<file path="src/rtl/alu_pkg.sv">
// Shared constants for the signed ALU and its issue controller: widths, opcodes, FSM states.
// TAG_W is only present when TAG_EN is defined.
package alu_pkg;

   localparam int IN_W  = 32;
   localparam int OUT_W = 64;
   localparam int OP_W  = 3;
`ifdef TAG_EN
   localparam int TAG_W = 4;
`endif

   localparam logic [OP_W-1:0] OP_ADD = 3'b000;
   localparam logic [OP_W-1:0] OP_MUL = 3'b001;
   localparam logic [OP_W-1:0] OP_MAD = 3'b010;

   typedef enum logic [1:0] {
      IDLE,
      EXEC,
      MAD2,
      RESP
   } state_t;

   function automatic logic isValidOp(input logic [OP_W-1:0] op);
      return (op == OP_ADD) || (op == OP_MUL) || (op == OP_MAD);
   endfunction

endpackage

</file>
<file path="src/rtl/alu_issue_ctrl.sv">
// Issue controller for the combinational signed ALU: one command in flight, MAD done as MUL then a local add.
// Optional macro TAG_EN adds cmd_tag/res_tag and a tag register echoed with the result.
module alu_issue_ctrl
   import alu_pkg::*;
(
   input  logic             clk,
   input  logic             rst_n,
   input  logic             cmd_valid,
   output logic             cmd_ready,
   input  logic [OP_W-1:0]  cmd_op,
   input  logic [IN_W-1:0]  cmd_a,
   input  logic [IN_W-1:0]  cmd_b,
   input  logic [IN_W-1:0]  cmd_c,
`ifdef TAG_EN
   input  logic [TAG_W-1:0] cmd_tag,
   output logic [TAG_W-1:0] res_tag,
`endif
   output logic [OP_W-1:0]  alu_op_code,
   output logic [IN_W-1:0]  alu_in1,
   output logic [IN_W-1:0]  alu_in2,
   input  logic [OUT_W-1:0] alu_out,
   output logic             res_valid,
   input  logic             res_ready,
   output logic [OUT_W-1:0] res_data,
   output logic             res_err
);

   state_t            r_state;
   logic [OP_W-1:0]   r_op;
   logic [OP_W-1:0]   r_aluOp;
   logic [IN_W-1:0]   r_aluIn1;
   logic [IN_W-1:0]   r_aluIn2;
   logic [IN_W-1:0]   r_c;
   logic [OUT_W-1:0]  r_prod;
   logic [OUT_W-1:0]  r_resData;
   logic              r_resValid;
   logic              r_resErr;
`ifdef TAG_EN
   logic [TAG_W-1:0]  r_tag;
`endif

   logic              w_accept;
   logic [OUT_W-1:0]  w_madSum;

   assign cmd_ready = rst_n && (r_state == IDLE);
   assign w_accept  = cmd_valid && cmd_ready;
   assign w_madSum  = r_prod + {{(OUT_W-IN_W){r_c[IN_W-1]}}, r_c};

   assign alu_op_code = r_aluOp;
   assign alu_in1     = r_aluIn1;
   assign alu_in2     = r_aluIn2;
   assign res_valid   = r_resValid;
   assign res_data    = r_resData;
   assign res_err     = r_resErr;
`ifdef TAG_EN
   assign res_tag     = r_tag;
`endif

   // ALU drive registers load only on acceptance, so the ALU inputs hold between commands.
   always_ff @(posedge clk) begin
      if (!rst_n) begin
         r_state    <= IDLE;
         r_op       <= '0;
         r_aluOp    <= '0;
         r_aluIn1   <= '0;
         r_aluIn2   <= '0;
         r_c        <= '0;
         r_prod     <= '0;
         r_resData  <= '0;
         r_resValid <= 1'b0;
         r_resErr   <= 1'b0;
`ifdef TAG_EN
         r_tag      <= '0;
`endif
      end else begin
         case (r_state)
            IDLE: begin
               if (w_accept) begin
                  r_op     <= cmd_op;
                  r_aluOp  <= (cmd_op == OP_MAD) ? OP_MUL : cmd_op;
                  r_aluIn1 <= cmd_a;
                  r_aluIn2 <= cmd_b;
                  r_c      <= cmd_c;
`ifdef TAG_EN
                  r_tag    <= cmd_tag;
`endif
                  r_state  <= EXEC;
               end
            end
            EXEC: begin
               if (r_op == OP_MAD) begin
                  r_prod  <= alu_out;
                  r_state <= MAD2;
               end else begin
                  r_resData  <= alu_out;
                  r_resErr   <= !isValidOp(r_op);
                  r_resValid <= 1'b1;
                  r_state    <= RESP;
               end
            end
            MAD2: begin
               r_resData  <= w_madSum;
               r_resErr   <= 1'b0;
               r_resValid <= 1'b1;
               r_state    <= RESP;
            end
            RESP: begin
               if (res_ready) begin
                  r_resValid <= 1'b0;
                  r_state    <= IDLE;
               end
            end
            default: r_state <= IDLE;
         endcase
      end
   end

endmodule
</file>
<file path="config.mk">
export PLATFORM = sky130hd
export DESIGN_NAME = alu_issue_ctrl
export DESIGN_NICKNAME = d
export VERILOG_FILES = /design/src/rtl/alu_pkg.sv /design/src/rtl/alu_issue_ctrl.sv
export SDC_FILE = /design/constraint.sdc
export NUM_CORES = 1
export LEC_CHECK = 0
export ABC_AREA = 0
export BUFFER_PORTS_ARGS = -buffer_cell sky130_fd_sc_hd__buf_2
export CAP_MARGIN = 15
export CORE_MARGIN = 1.5
export CORE_UTILIZATION = 45
export CTS_CLUSTER_DIAMETER = 30
export CTS_CLUSTER_SIZE = 20
export DETAILED_ROUTE_END_ITERATION = 8
export GPL_TIMING_DRIVEN = 0
export PLACE_DENSITY = 0.76
export SETUP_SLACK_MARGIN = 0.4
export SKIP_LAST_GASP = 1
export SYNTH_ARGS = -nofsm -noshare
export SYNTH_HDL_FRONTEND = slang
export SYNTH_SLANG_ARGS = --single-unit
</file>
<file path="constraint.sdc">
create_clock -name clk -period 4.2 [get_ports clk]
set_input_delay 0.84 -clock clk [delete_from_list [all_inputs] [get_ports clk]]
set_output_delay 0.84 -clock clk [all_outputs]
set_load 0.03 [all_outputs]
</file>
## Word level (Yosys, flattened, before mapping)

Cells that the tools add are included.

- Logic and storage cells: 46
- Bits in registers: 234
- Input bits: 167

- Multiplexer cells: 12
- Reductions and logical operators: 14
- Eq/ne operators: 9
- Add/sub/neg operators: 1

Operators with widths:

| kind | count |
|---|---|
| $pmux W64 S2 | 1 |
| $add A64 B64 Y64 | 1 |
| $mux W64 | 1 |
| $pmux W2 S4 | 1 |
| $reduce_and A2 Y1 | 4 |
| $eq A3 B2 Y1 const B | 2 |
| $ne A2 B2 Y1 const B | 3 |
| $eq A2 B2 Y1 const B | 2 |
| $mux W1 | 4 |
| $mux W2 | 2 |
| $eq A3 B1 Y1 const B | 1 |
| $logic_not A3 Y1 | 1 |
| $mux W3 | 1 |
| $pmux W1 S3 | 1 |
| $reduce_and A3 Y1 | 1 |
| $reduce_bool A3 Y1 | 1 |
| $eq A2 B1 Y1 const B | 1 |
| $logic_and A1 B1 Y1 | 2 |
| $logic_not A2 Y1 | 1 |
| $logic_or A1 B1 Y1 | 2 |
| $pmux W1 S2 | 1 |
| $reduce_bool A2 Y1 | 1 |
| $logic_not A1 Y1 | 1 |

## Logic depth before layout (Yosys ltp)

Gate-level depths: netlist (run 1).

- Depth after elaboration: 6
- Gate-level depth with buffers: 11

## Least setup slack after synthesis (run 1)

No wires, ideal clock.

- Path kind: reg2reg
- From: register r_c[31]
- To: register r_resData[53], in the netlist res_data[53]
- Cell stages (with the launch flop): 12
- Period minus slack after synthesis: 3.112 ns
- Slack: 1.088 ns
- Library setup time: 0.122 ns
- Required time: 4.078 ns
- Path buffers: 1
- Arrival: 2.990 ns
- Cells stage by stage: dfxtp_1 ha_1 buf_2 a21o_1 a21o_1 a21oi_1 o22ai_1 a211oi_2 o21ai_1 a21oi_2 mux2i_1 a311o_1

- Cells in the longest elaborated chain, start to end: 2

Ends and longest elaborated chain:

| element | RTL line | RTL |
|---|---|---|
| start: declaration | alu_issue_ctrl.sv:33 | `logic [IN_W-1:0] r_c;` |
| start signal: assignment | alu_issue_ctrl.sv:83 | `r_c <= cmd_c;` |
| $add A64 B64 Y64 | alu_issue_ctrl.sv:47 | `assign w_madSum = r_prod + {{(OUT_W-IN_W){r_c[IN_W-1]}}, r_c};` |
| $pmux W64 S2 | alu_issue_ctrl.sv:76 | `case (r_state)` |
| end signal: assignment | alu_issue_ctrl.sv:95 | `r_resData <= alu_out;` |
| end signal: assignment | alu_issue_ctrl.sv:102 | `r_resData <= w_madSum;` |
| end: declaration | alu_issue_ctrl.sv:35 | `logic [OUT_W-1:0] r_resData;` |

No other way between the ends.
A chain may end at the register's enable or synchronous reset.

## Final worst setup path (run 1)

- From: register r_c[31]
- To: register r_resData[60], in the netlist res_data[60]

Same word-level chain as after synthesis.

==> results.env, run 1 <==
OUTCOME='finished, final reports clean'
MIN_DELAY_WORST_ENDPOINT='alu_in1[26]'
GLOBAL_ROUTE.OVERFLOW_TOTAL=0
DIE-WIDTH_UM=172
WORST-SETUP-PATH-TYPE='reg -> reg'
CTS_SINKS=234
CTS.REPORTEDPATHS.CLKPINSLEW_NS=0.05
HOLD-PATH-CELL-COUNT=2
SYNTHTOLAYOUTAREAGROWTH_PCT=29.4
CLK_LAT_WORST_SKEW_NS=0.57
YS_SEQ_ELEMENTS=234
SYNTH_CELLS=1661
POSTCTSRESIZEDCELLS=0
POST-DP-HPWL_MM=33.7
FINALCRITPERIODSHARE_PCT=84.0
SYNTH_SEQ_AREA_SHARE_PCT=36.4
VIAS_IN_THE_FIRST_GLOBAL_ROUTE=13000
SETUP_VIOL=0
POST_CTS_BUFFERS=0
MAX_SLEW_VIOLATION_TOTAL_FROM_THE_FINAL_REPORT=0
MULTIINPUTGATEAREA_MM2=0.00760
WORST_SETUP_PATH_END_KIND='flip-flop'
GRT_USAGE_PCT=29.3
LAYOUT_MIN_CYCLE_TIME_NS=3.53
MAPPEDNETLISTAREA_MM2=0.0129
RSZ0062_AT_GRT='no'
VIAS=13500
FRACTION_OF_FINAL_LAYOUT_CELLS_SIZED_BEYOND_DRIVE_STRENGTH_1_PCT=22.9
NUMBER_OF_ANTENNA_VIOLATIONS_AT_THE_FIRST_CHECK_IN_GLOBAL_ROUTING=2
YOSYS_WARNINGS=0
PLACE_INST=2338
GRT_FIRST_PASS_WIRELENGTH_MM=67.4
TIMING.FMAX_MHz=284
MAX-CAP-VIOLATIONS=0
YS_ASYNC_RST_SHARE_PCT=0
CORE-AREA_MM2=0.0279
CRITICAL_PATH.REG2REG.STARTPOINT='r_c[31]'
HOLDCRITPATHCLASS='reg -> reg'
TNS_NS=0
INITIAL_CORE_UTILIZATION_PCT=46.0
DIE_Y_UM=172
ROW_COUNT=61
FIN_WORST_SKEW_NS=0.0197
NETS=2247
PWR_DENSITY_CELL_mW_PER_MM2=646
FINALWIRELENGTH_MM=44.4
WORST_SLEW_MARGIN_REL_PCT=31.5
POST_SYNTH_NUM_CELL_TYPES=88
REG2REG_TO='res_data[60]'
SEQUENTIAL_CELL_AREA_MM2=0.00469
LARGEST_VDD_SUPPLY_DROP_mV=0.417
PLACE_WS_NS=0.281
PLACEMENT.IO_BUFFERS=299
EDFF_COUNT_SYNTH=0
CTS_TREE='yes'
HOLD_VIOL=0
DRT-PASS1-ITER-COUNT=6
SYNTH_AREA_PER_CELL_UM2=7.74
DR.FIRST_ITER.DRC_COUNT=1065
WORST_PIN_SLEW_NS=1.03
DRT-WIRELENGTH-PER-CELL_UM=18.3
NUMCTSBUFFERS=50
CTSHOLDBUFFERS=0
FINALWEIGHTEDCONGESTION=0.939
LAYOUT.FILLER_CELLS=2570
IO-PIN-COUNT=301
POST-ROUTE-WORST-SETUP-SLACK_NS=0.674
DOMINANTREGCELLSYNTH='dfxtp_1'
POST_ROUTE_ANT_NETS=0
REQUIRED_NS=4.65
WORSTPATHMAXFANOUT=34
CLOCK_TREE.HTREE_LEVEL_COUNT=2
FP.DIEAREA_MM2=0.0296
GRT_START_MAX_NET_PINS=35
MAX-CLOCK-PATH-BUFFERS=3
REMAINING_DRC_ERRORS=0
POSTSYNTHNETCOUNT=1896
TIMING.REG2REG.WORST_PATH_DEPTH=11
POWER.LEAKAGE_uW=0.00698
ROOT_BUFFER='clkbuf_16'
START_KIND='flip-flop'
HOLDCRITSTARTPOINT='alu_in1[26]'
RRSETUPSLACK_NS=0.67
FINAL_CELLS=2433
VIA_PER_INST=5.54
TIMING.CRITICAL_PATH.ARRIVAL_NS=3.98
[area by class of cell]
| type | count | area share, % |
|---|---|---|
| multi-input cells | 1291 | 45.7 |
| well taps | 378 | 2.84 |
| diodes | 2 | 0.0301 |
| plain buffers | 115 | 2.99 |
| inverters | 21 | 0.474 |
| clock inverters | 34 | 2.71 |
| clock buffers | 59 | 8.14 |
| repair buffers | 299 | 8.99 |
| flip-flops and latches | 234 | 28.2 |
[synthesized netlist by cell type, types with 4 or more instances]
library cell,instances,share of area [%]
nand2_1,419,12
dfxtp_1,234,36
a21oi_1,170,6.6
o21ai_0,164,6.4
clkbuf_1,88,2.6
nor2_1,78,2.3
ha_1,67,6.5
xnor2_1,39,2.7
mux2i_1,29,2.3
nand4_1,24,1.2
a211oi_1,23,1.3
a221oi_1,21,1.4
inv_1,20,0.58
nor3b_1,20,1.2
a21o_1,17,0.99
nor3_1,17,0.66
xor2_1,17,1.2
nand3_1,16,0.62
o21bai_1,16,0.93
buf_2,14,0.54
o22ai_1,12,0.58
o21ai_1,9,0.35
a21oi_2,7,0.48
a211oi_2,6,0.58
a31oi_1,6,0.29
and3_1,6,0.29
buf_1,6,0.18
o21ai_2,6,0.41
or3_1,6,0.29
o31ai_1,5,0.29
a21boi_0,4,0.23
and2_1,4,0.19
nor2b_1,4,0.19
o211ai_1,4,0.23
o21a_1,4,0.23
[placed cells by master, fill, tap and decap left out, types with 23 or more instances in the layout]
cell       count
a211oi_1      23
a21oi_1      170
buf_2        313
clkbuf_1      90
clkbuf_16     50
dfxtp_1      233
ha_1          67
mux2i_1       29
nand2_1      419
nand4_1       24
nor2_1        78
o21ai_0      164
xnor2_1       39
[metrics by stage]
stage,area (um^2),hold slack (ns),utilization [%],total power [uW]
global route,16600,0.472,59.6,11200
detailed placement,14800,0.448,53.1,6590
floorplan,12900,0.436,-,5360
global placement,14800,0.439,53.1,6510
finish,16600,0.449,59.6,10700
CTS,16600,0.454,59.6,10700
[power by group]
part           internal [uW]  switching, uW
logic                   1050           2540
clock network           2770           1370
registers               2710            309
total                   6530           4220
[logic make-up (layout without fill, tap and decap cells)]
family                   Yosys count  count (layout)  share of synthesized area, %
other                              0               2                             0
flip-flops                       234             234                          36.4
buffers and inverters            136             528                          4.48
multiplexers                      30              30                          2.34
adder cells (fa/ha/maj)           68              68                          6.67
AO/OA/AOI/OAI                    518             518                          25.7
AND/OR/NAND/NOR                  619             619                          20.6
XOR/XNOR                          56              56                          3.81
[per-layer routing]
metal | vias up | global-route usage (%) | wire length [um]
li1 | 6547 | - | -
met1 | 6233 | 34.4 | 17900
met2 | 597 | 49.5 | 20900
met3 | 111 | 7.07 | 3810
met4 | 0 | 14.9 | 1920
met5 | - | 0 | 0
[how the worst max path moves through the flow]
stage	startpoint	endpoint	slack, ns	depth (start not counted)
final	r_c[31]	res_data[60]	0.67	11
after global routing	r_c[31]	res_data[60]	0.47	11
after CTS	r_c[31]	res_data[60]	0.72	11
after detailed placement	rst_n	r_c[28]	0.28	8
after global placement	r_c[31]	res_data[60]	0.17	11
after floorplan	r_c[31]	res_data[53]	1.09	11
[worst max-delay path, cell delays in order, from the launching register on]
cell and delay [ns]:
dfxtp_2 0.88, ha_1 0.36, clkbuf_1 0.19, a21oi_1 0.26
o21bai_1 0.09, a21oi_1 0.29, o21ai_0 0.19, a21bo_2 0.25
a211oi_1 0.27, a2bb2oi_2 0.20, xor2_1 0.12, a311oi_1 0.29
[state kept, by name, indices dropped and copies added (netlist names), 2 cells and up]
register	flops
r_op	3
res_data	64
alu_in1	32
r_state	2
alu_in2	32
alu_op_code	3
r_c	32
r_prod	64
No activity file was read; power rests on OpenSTA's default activity.
==> run 2: changes to the inputs <==
--- a/config.mk
+++ b/config.mk
@@ -5,7 +5,7 @@
 export SDC_FILE = /design/constraint.sdc
 export NUM_CORES = 1
 export LEC_CHECK = 0
-export ABC_AREA = 0
+export ABC_AREA = 1
 export BUFFER_PORTS_ARGS = -buffer_cell sky130_fd_sc_hd__buf_2
 export CAP_MARGIN = 15
 export CORE_MARGIN = 1.5
@@ -14,7 +14,7 @@
 export CTS_CLUSTER_SIZE = 20
 export DETAILED_ROUTE_END_ITERATION = 8
 export GPL_TIMING_DRIVEN = 0
-export PLACE_DENSITY = 0.76
+export PLACE_DENSITY = 0.75
 export SETUP_SLACK_MARGIN = 0.4
 export SKIP_LAST_GASP = 1
 export SYNTH_ARGS = -nofsm -noshare
==> constraint.sdc (replaced) <==
create_clock -name clk -period 3.3 [get_ports clk]
set_input_delay 0.66 -clock clk [delete_from_list [all_inputs] [get_ports clk]]
set_output_delay 0.66 -clock clk [all_outputs]
set_load 0.03 [all_outputs]
==> run 2 against run 1 <==
- synthesized cell count rose by 47%
- utilization fell by 0.85 points
- sequential share of layout area shrank 3.0 points
- non-clock buffer count is 26 lower
- maximum frequency is 31% higher
- sequential power up 24%
- highest routed layer is now met5
- largest power group unchanged
- area after synthesis up 13%
- sequential cell count unchanged
==> results.env, run 2 <==
DIE-WIDTH_UM=183  # +6.4%
TNS_NS=0  # unchanged
CLOCK_TREE.HTREE_LEVEL_COUNT=2  # unchanged
RRSETUPSLACK_NS=0.62  # -0.06 ns
START_KIND='flip-flop'
DRT-WIRELENGTH-PER-CELL_UM=16.4  # -10%
FINAL_CELLS=3252  # +34%
CTS_SINKS=234  # unchanged
MAX-CLOCK-PATH-BUFFERS=3  # unchanged
YOSYS_WARNINGS=0  # unchanged
OUTCOME='finished, final reports clean'
DRT-PASS1-ITER-COUNT=6  # unchanged
NETLIST.AREA_LEADER.SHARE_PCT=32.1  # -4.3 points
WORST_PIN_SLEW_NS=1.17  # +0.146 ns
FINALWEIGHTEDCONGESTION=0.956  # +1.7%
IO-PIN-COUNT=301  # unchanged
RSZ0062_AT_GRT='no'
REG2REG_TO='res_data[49]'
TIMING.CRITICAL_PATH.ARRIVAL_NS=3.10  # -0.88 ns
CRIT_END='res_data[49]'
PLACE_INST=3146  # +35%
PLACEMENT.IO_BUFFERS=299  # unchanged
TOTAL_POWER_uW=14000  # +30%
LEADING_CELL_TYPE_IN_THE_LAYOUT_FILL_AND_TAPS_EXCLUDED='nand2_1'
POWER_SWITCHING_SHARE_PCT=38.6  # -0.70 points
TIMING.FMAX_MHz=372  # +31%
DIE_Y_UM=183  # +6.4%
POSTLAYOUTCELLAREA_MM2=0.0186  # +12%
HOLDWS_NS=0.267  # -0.182 ns
GRT_START_MAX_NET_PINS=35  # unchanged
LARGEST_VDD_SUPPLY_DROP_mV=0.580  # +39%
VIA_PER_INST=5.01  # -9.6%
WL_MET3_MM=4.51  # +19%
FINALCRITPERIODSHARE_PCT=81.4  # -2.6 points
WORST_SETUP_PATH_END_KIND='flip-flop'
MOST_FREQUENT_CELL_AFTER_SYNTHESIS='nand2_1'
DRT-MET1-WL_MM=23.1  # +30%
PWR-SHARE-COMB_PCT=32.2  # -1.2 points
POWER_SWITCHING_uW=5410  # +28%
FRACTION_OF_FINAL_LAYOUT_CELLS_SIZED_BEYOND_DRIVE_STRENGTH_1_PCT=17.2  # -5.7 points
CPMAXSTAGEDELAYCELL='clkbuf_1'
CLK_LAT_WORST_SKEW_NS=0.58  # about the same
CRITICAL_PATH_CELL_COUNT=7  # -4
DOMINANTREGCELLSYNTH='dfxtp_1'
POST_ROUTE_ANT_NETS=0  # unchanged
TOPROUTINGLAYERUSED='met5'
YS_ASYNC_RST_SHARE_PCT=0  # unchanged
FP.DIEAREA_MM2=0.0335  # +13%
REQUIRED_NS=3.72  # -0.93 ns
PWR-SHARE-SEQ_PCT=26.6  # -1.4 points
HOLDCRITPATHCLASS='in -> reg'
WORST-SETUP-PATH-TYPE='reg -> reg'
CLOCKPOWERSHARE_PCT=41.1  # +2.6 points
COMMONEST_NON_FILL_NON_TAP_CELLS_IN_THE_LAYOUT='nand2_1, inv_1, buf_2'
NETS=3036  # +35%
SYNTH_CELLS=2445  # +47%
CTS_TREE='yes'
POSTSYNTHNETCOUNT=2680  # +41%
HOLD_VIOL=0  # unchanged
TIMING.CRITICAL_PATH.BUF_INV=3  # +2
INITIAL_CORE_UTILIZATION_PCT=46.0  # -0.065 points
PWR_DENSITY_CELL_mW_PER_MM2=752  # +16%
CTSHOLDBUFFERS=0  # unchanged
REMAINING_DRC_ERRORS=0  # unchanged
POST_SYNTH_NUM_CELL_TYPES=34  # -61%
CHAIN_OF_CELLS_FORMING_THE_CRITICAL_PATH='inv_1 > ha_1 > clkbuf_1 > clkbuf_1 > nand3_1 > nand2_1 > a21oi_1'
FIN_WORST_SKEW_NS=0.0407  # +0.0210 ns
GRT_USAGE_PCT=31.2  # +1.9 points
TIMING.REG2REG.WORST_PATH_DEPTH=7  # -4
ROOT_BUFFER='clkbuf_16'
CPLARGESTDELAYFAMILY='buffers and inverters'
GLOBAL_ROUTE.OVERFLOW_TOTAL=0  # unchanged
SYNTH_SEQ_AREA_SHARE_PCT=32.1  # -4.3 points
NUMCTSBUFFERS=54  # +8.0%
YS_TOP_CELLS_BY_COUNT='nand2_1, inv_1, dfxtp_1'
GRT_FIRST_PASS_WIRELENGTH_MM=80.7  # +20%
MAX_SLEW_VIOLATION_TOTAL_FROM_THE_FINAL_REPORT=0  # unchanged
INTPOWER_uW=8610  # +32%
WORST_SLEW_MARGIN_REL_PCT=21.7  # -9.7 points
SYNTHTOLAYOUTAREAGROWTH_PCT=27.7
CPPEAKSTAGEDELAY_NS=0.76  # -0.12 ns
SYNTH_TOP_CELLS_BY_AREA='dfxtp_1, nand2_1, inv_1'
POST-SYNTH-TOP-AREA-CELL='dfxtp_1'
FINALWIRELENGTH_MM=53.4  # +20%
WORSTPATHMAXFANOUT=10  # -71%
CRITICAL_PATH.REG2REG.STARTPOINT='r_state[0]'
YS_SEQ_ELEMENTS=234  # unchanged
POWER.LEAKAGE_uW=0.0100  # +43%
VIAS_IN_THE_FIRST_GLOBAL_ROUTE=15300  # +18%
CORE-AREA_MM2=0.0317  # +14%
VIAS=16300  # +21%
CTS.REPORTEDPATHS.CLKPINSLEW_NS=0.05  # about the same
POST-DP-HPWL_MM=42.4  # +26%
MAX-CAP-VIOLATIONS=0  # unchanged
STARTPOINT='r_state[0]'
CP_COMMON_CELL='clkbuf_1'
MAPPEDNETLISTAREA_MM2=0.0146  # +13%
ROW_COUNT=65  # +6.6%
SYNTH_AREA_PER_CELL_UM2=5.96  # -23%
EDFF_COUNT_SYNTH=0  # unchanged
DPL-INSTANCE-AREA_MM2=0.0166  # +12%
LAYOUT_MIN_CYCLE_TIME_NS=2.68  # -0.842 ns
SETUP_VIOL=0  # unchanged
DR.FIRST_ITER.DRC_COUNT=1215  # +14%
MET2_WIRELENGTH_MM=24.2  # +16%
NUMBER_OF_ANTENNA_VIOLATIONS_AT_THE_FIRST_CHECK_IN_GLOBAL_ROUTING=4  # +2
run 2: cell types whose count changed after synthesis, sizes merged, moves of 29 or more:
cell,change
clkbuf,-29
inv,+313
mux2i,-29
nand2,+608
nand3,+150
nor2,+137
o21ai,-136
xnor2,-33
run 2: area by class of cell:
class,count,area [um^2]
fill,3167,13100
inverter,337,1260
clock buffer,66,1470
antenna,3,7.51
multi-input combinational,1786,8290
buffer,88,348
clock inverter,36,534
sequential,234,4690
tap,402,503
timing repair buffer,300,1520
run 2: logic make-up after synthesis:
logic type | after synthesis | synth area share, %
adders and majority gates | 68 | 5.89
AOI/OAI and AO/OA | 248 | 9.01
and+or+nand+nor | 1439 | 40.1
xor gates and xnor gates | 31 | 1.86
DFF | 234 | 32.1
buffers and inverters | 425 | 11.1
run 2: repair_timing:
item / CTS / global route
pin swaps: 0 / 0
setup buffers: 0 / 1
resized for setup: 1 / 1
setup endpoints to repair: 2 / 2
run 2: worst min path at each step:
stage | slack [ns] | to | cells after the start | start
5_1_grt | 0.27 | alu_in2[24] | 3 | cmd_b[24]
2_1_floorplan | 0.45 | r_prod[0] | 2 | r_prod[0]
3_3_place_gp | 0.45 | res_data[48] | 2 | res_data[48]
4_1_cts | 0.26 | alu_in1[14] | 3 | cmd_a[14]
3_5_place_dp | 0.45 | res_data[39] | 2 | res_data[39]
6_report | 0.27 | alu_in1[19] | 3 | cmd_a[19]
run 2: layer usage:
metal / global-route usage, % / up-vias
met5: 0 / -
met4: 9.54 / 2
met3: 6.43 / 99
met2: 52.2 / 644
met1: 40.3 / 7275
li1: - / 8276
run 2: metrics by stage:
| stage | util [%] | worst slack, ns |
|---|---|---|
| 2_1_floorplan | - | 0.802 |
| 3_3_place_gp | 52.3 | -0.263 |
| 3_5_place_dp | 52.3 | 0.275 |
| 4_1_cts | 58.6 | 0.491 |
| 5_1_grt | 58.7 | 0.473 |
| 6_report | 58.7 | 0.615 |
run 2: worst reg2reg max path: cells and delay by family, from the launching register on:
kind                       cells  cell delay, ns
AOI/OAI and AO/OA              1            0.06
and+or+nand+nor                2            0.47
adders and majority gates      1            0.20
DFF                            1            0.35
buffers and inverters          3            1.45
run 2: power by group through the flow:
stage          Clock [uW]  Combinational [uW]  Sequential [uW]
2_1_floorplan           0                2040             4590
3_3_place_gp            0                4360             3750
6_report             5770                4520             3730
3_5_place_dp            0                4430             3770
5_1_grt              5970                4870             3780
4_1_cts              5810                4470             3730
==> run 3: changes to the inputs <==
--- a/config.mk
+++ b/config.mk
@@ -5,7 +5,7 @@
 export SDC_FILE = /design/constraint.sdc
 export NUM_CORES = 1
 export LEC_CHECK = 0
-export ABC_AREA = 1
+export ABC_AREA = 0
 export BUFFER_PORTS_ARGS = -buffer_cell sky130_fd_sc_hd__buf_2
 export CAP_MARGIN = 15
 export CORE_MARGIN = 1.5
@@ -14,7 +14,7 @@
 export CTS_CLUSTER_SIZE = 20
 export DETAILED_ROUTE_END_ITERATION = 8
 export GPL_TIMING_DRIVEN = 0
-export PLACE_DENSITY = 0.75
+export PLACE_DENSITY = 0.76
 export SETUP_SLACK_MARGIN = 0.4
 export SKIP_LAST_GASP = 1
 export SYNTH_ARGS = -nofsm -noshare
==> constraint.sdc (replaced) <==
create_clock -name clk -period 2.8 [get_ports clk]
set_input_delay 0.56 -clock clk [delete_from_list [all_inputs] [get_ports clk]]
set_output_delay 0.56 -clock clk [all_outputs]
set_load 0.03 [all_outputs]
==> run 3 against run 2 <==
- the flow now finishes with violations (setup timing)
- register-to-register slack lost 0.69 ns
- final area shrank 2.6%
- maximum frequency shrank 6.5%
- global-route usage shrank 0.66 points
- clock skew shrank 0.019 ns
- first-iteration DRC count shrank 11%
- critical endpoint is now res_data[60]
- highest routed layer is now met4
==> results.env, run 3 (synthesized netlist as in run 1, its figures left out) <==
ROW_COUNT=61  # -6.2%
HOLDCRITSTARTPOINT='cmd_c[0]'
CRITICAL_PATH.REG2REG.STARTPOINT='r_c[26]'
SYNTHTOLAYOUTAREAGROWTH_PCT=41.1
CRIT_END='res_data[60]'
VIAS_IN_THE_FIRST_GLOBAL_ROUTE=13500  # -11%
NUMBER_OF_ANTENNA_VIOLATIONS_AT_THE_FIRST_CHECK_IN_GLOBAL_ROUTING=2  # -2
FRACTION_OF_FINAL_LAYOUT_CELLS_SIZED_BEYOND_DRIVE_STRENGTH_1_PCT=32.5  # +15 points
GRT_FIRST_PASS_WIRELENGTH_MM=70.8  # -12%
DRT-WIRELENGTH-PER-CELL_UM=19.4  # +18%
POST_ROUTE_ANT_NETS=0  # unchanged
NUMCTSBUFFERS=48  # -11%
WORST_PIN_SLEW_NS=0.924  # -0.250 ns
OUTCOME='complete, but fails checks'
ROOT_BUFFER='clkbuf_16'
LEADING_CELL_TYPE_IN_THE_LAYOUT_FILL_AND_TAPS_EXCLUDED='nand2_1'
POWER.LEAKAGE_uW=0.00736  # -26%
DRT-PASS1-ITER-COUNT=5  # -1
FINALWEIGHTEDCONGESTION=0.936  # -2.0%
FIN_WORST_SKEW_NS=0.0214  # -0.0193 ns
FINALCRITPERIODSHARE_PCT=102  # +21 points
TIMING.REG2REG.WORST_PATH_DEPTH=11  # +4
VIA_PER_INST=5.68  # +13%
GRT_START_MAX_NET_PINS=17  # -51%
REG2REG_TO='res_data[60]'
CLK_LAT_WORST_SKEW_NS=0.56  # -0.02 ns
POST-ROUTE-WORST-SETUP-SLACK_NS=-0.0699  # -0.685 ns
START_KIND='flip-flop'
RSZ0062_AT_GRT='yes'
VIAS=14000  # -14%
DIE-WIDTH_UM=172  # -6.0%
GRT_USAGE_PCT=30.5  # -0.66 points
TIMING.FMAX_MHz=348  # -6.5%
DPL-INSTANCE-AREA_MM2=0.0152  # -8.6%
CORE-AREA_MM2=0.0279  # -12%
RRSETUPSLACK_NS=-0.07  # -0.69 ns
PLACEMENT.IO_BUFFERS=299  # unchanged
CTSHOLDBUFFERS=0  # unchanged
VIOLATED_CHECKS='setup timing'
PWR_DENSITY_CELL_mW_PER_MM2=925  # +23%
GLOBAL_ROUTE.OVERFLOW_TOTAL=0  # unchanged
WORST_SLEW_MARGIN_REL_PCT=38.4  # +17 points
HOLDCRITPATHCLASS='in -> reg'
REMAINING_DRC_ERRORS=0  # unchanged
MAX_SLEW_VIOLATION_TOTAL_FROM_THE_FINAL_REPORT=0  # unchanged
MAX-CAP-VIOLATIONS=0  # unchanged
LAYOUT_MIN_CYCLE_TIME_NS=2.87  # +0.185 ns
CTS.REPORTEDPATHS.CLKPINSLEW_NS=0.05  # about the same
STARTPOINT='r_c[26]'
LARGEST_VDD_SUPPLY_DROP_mV=0.562  # -3.0%
CTS_SINKS=234  # unchanged
MAX-CLOCK-PATH-BUFFERS=3  # unchanged
FP.DIEAREA_MM2=0.0296  # -12%
DR.FIRST_ITER.DRC_COUNT=1078  # -11%
WORSTPATHMAXFANOUT=7  # -3
COMMONEST_NON_FILL_NON_TAP_CELLS_IN_THE_LAYOUT='nand2_1, buf_2, dfxtp_1'
INITIAL_CORE_UTILIZATION_PCT=46.0  # +0.065 points
NETS=2287  # -25%
HOLDWS_NS=0.205  # -0.0614 ns
POSTLAYOUTCELLAREA_MM2=0.0181  # -2.6%
SETUP_VIOL=4  # +4
WORST_SETUP_PATH_END_KIND='flip-flop'
TIMING.CRITICAL_PATH.ARRIVAL_NS=3.32  # +0.22 ns
FINALWIRELENGTH_MM=47.9  # -10%
REQUIRED_NS=3.25  # -0.47 ns
DIE_Y_UM=172  # -6.0%
IO-PIN-COUNT=301  # unchanged
WORST-SETUP-PATH-TYPE='reg -> reg'
HOLD_VIOL=0  # unchanged
CLOCK_TREE.HTREE_LEVEL_COUNT=2  # unchanged
CTS_TREE='yes'
POST-DP-HPWL_MM=34.1  # -20%
run 3: cell count changes in the layout (fill, tap and decap cells not counted), moves of 26 or more:
cell / before / now
mux2i_1: 0 / 29
buf_4: 0 / 38
xnor2_1: 6 / 32
a21oi_1: 183 / 148
nand2_1: 1001 / 412
nor2_1: 199 / 75
inv_1: 320 / 20
nand3_1: 158 / 14
ha_4: 0 / 30
ha_1: 67 / 27
o21ai_0: 32 / 153
run 3: cell type report:
type	count	area (um^2)
clock inverters	34	500
multi-input cells	1291	8620
clock buffers	56	1300
well taps	378	473
flip-flops and latches	234	4700
fillers	2406	9790
inverters	21	78.8
plain buffers	115	593
diodes	1	2.50
repair buffers	341	1880
run 3: worst min path at each step:
| stage | to | slack (ns) | cells after the start |
|---|---|---|---|
| 5_1_grt | alu_in2[14] | 0.20 | 3 |
| 3_3_place_gp | alu_in1[2] | 0.44 | 2 |
| 4_1_cts | alu_in1[13] | 0.19 | 3 |
| 2_1_floorplan | r_op[0] | 0.44 | 2 |
| 6_report | r_c[0] | 0.21 | 3 |
| 3_5_place_dp | r_prod[4] | 0.45 | 2 |
run 3: critical path: stages (launching register included):
cell       delay (ns)
dfxtp_1          0.33
ha_1             0.28
clkbuf_1         0.28
nand2_1          0.17
nor4_1           0.45
o31a_2           0.22
o41ai_4          0.07
buf_4            0.18
o21ai_4          0.24
a2bb2oi_2        0.10
xor2_1           0.19
a311oi_1         0.28
run 3: power breakdown:
group	switching, uW	internal, uW	total (uW)
logic	3970	1900	5870
registers	543	4060	4610
clock network	2020	4290	6320
run 3: through the flow:
| step | TNS, ns | setup WS (ns) | utilization [%] | instances | total power, uW |
|---|---|---|---|---|---|
| after floorplan | 0 | 0.111 | - | 1661 | 8130 |
| after global placement | -37.68 | -0.810 | 54.3 | 2338 | 9850 |
| after detailed placement | -41.77 | -0.817 | 54.3 | 2338 | 9970 |
| after CTS | -0.0594 | -0.0470 | 62.7 | 2452 | 16400 |
| after global routing | -1.54 | -0.154 | 65.0 | 2471 | 17500 |
| final | -0.0781 | -0.0699 | 65.0 | 2471 | 16800 |
run 3: what timing repair did:
item / in CTS / in global routing
cloned: 0 / 1
resized for setup: 81 / 113
setup buffers: 24 / 17
pin swaps: 17 / 50
setup endpoints to repair: 226 / 84
run 3: routing by layer:
layer | wire [um] | up-vias | track usage [%] | part of all wire (%)
met2 | 22500 | 642 | 51.7 | 47
met3 | 3830 | 155 | 6.20 | 8.0
met1 | 18800 | 6604 | 36.5 | 39
met4 | 2630 | 0 | 15.8 | 5.5
li1 | - | 6625 | - | -
met5 | 0 | - | 0 | 0
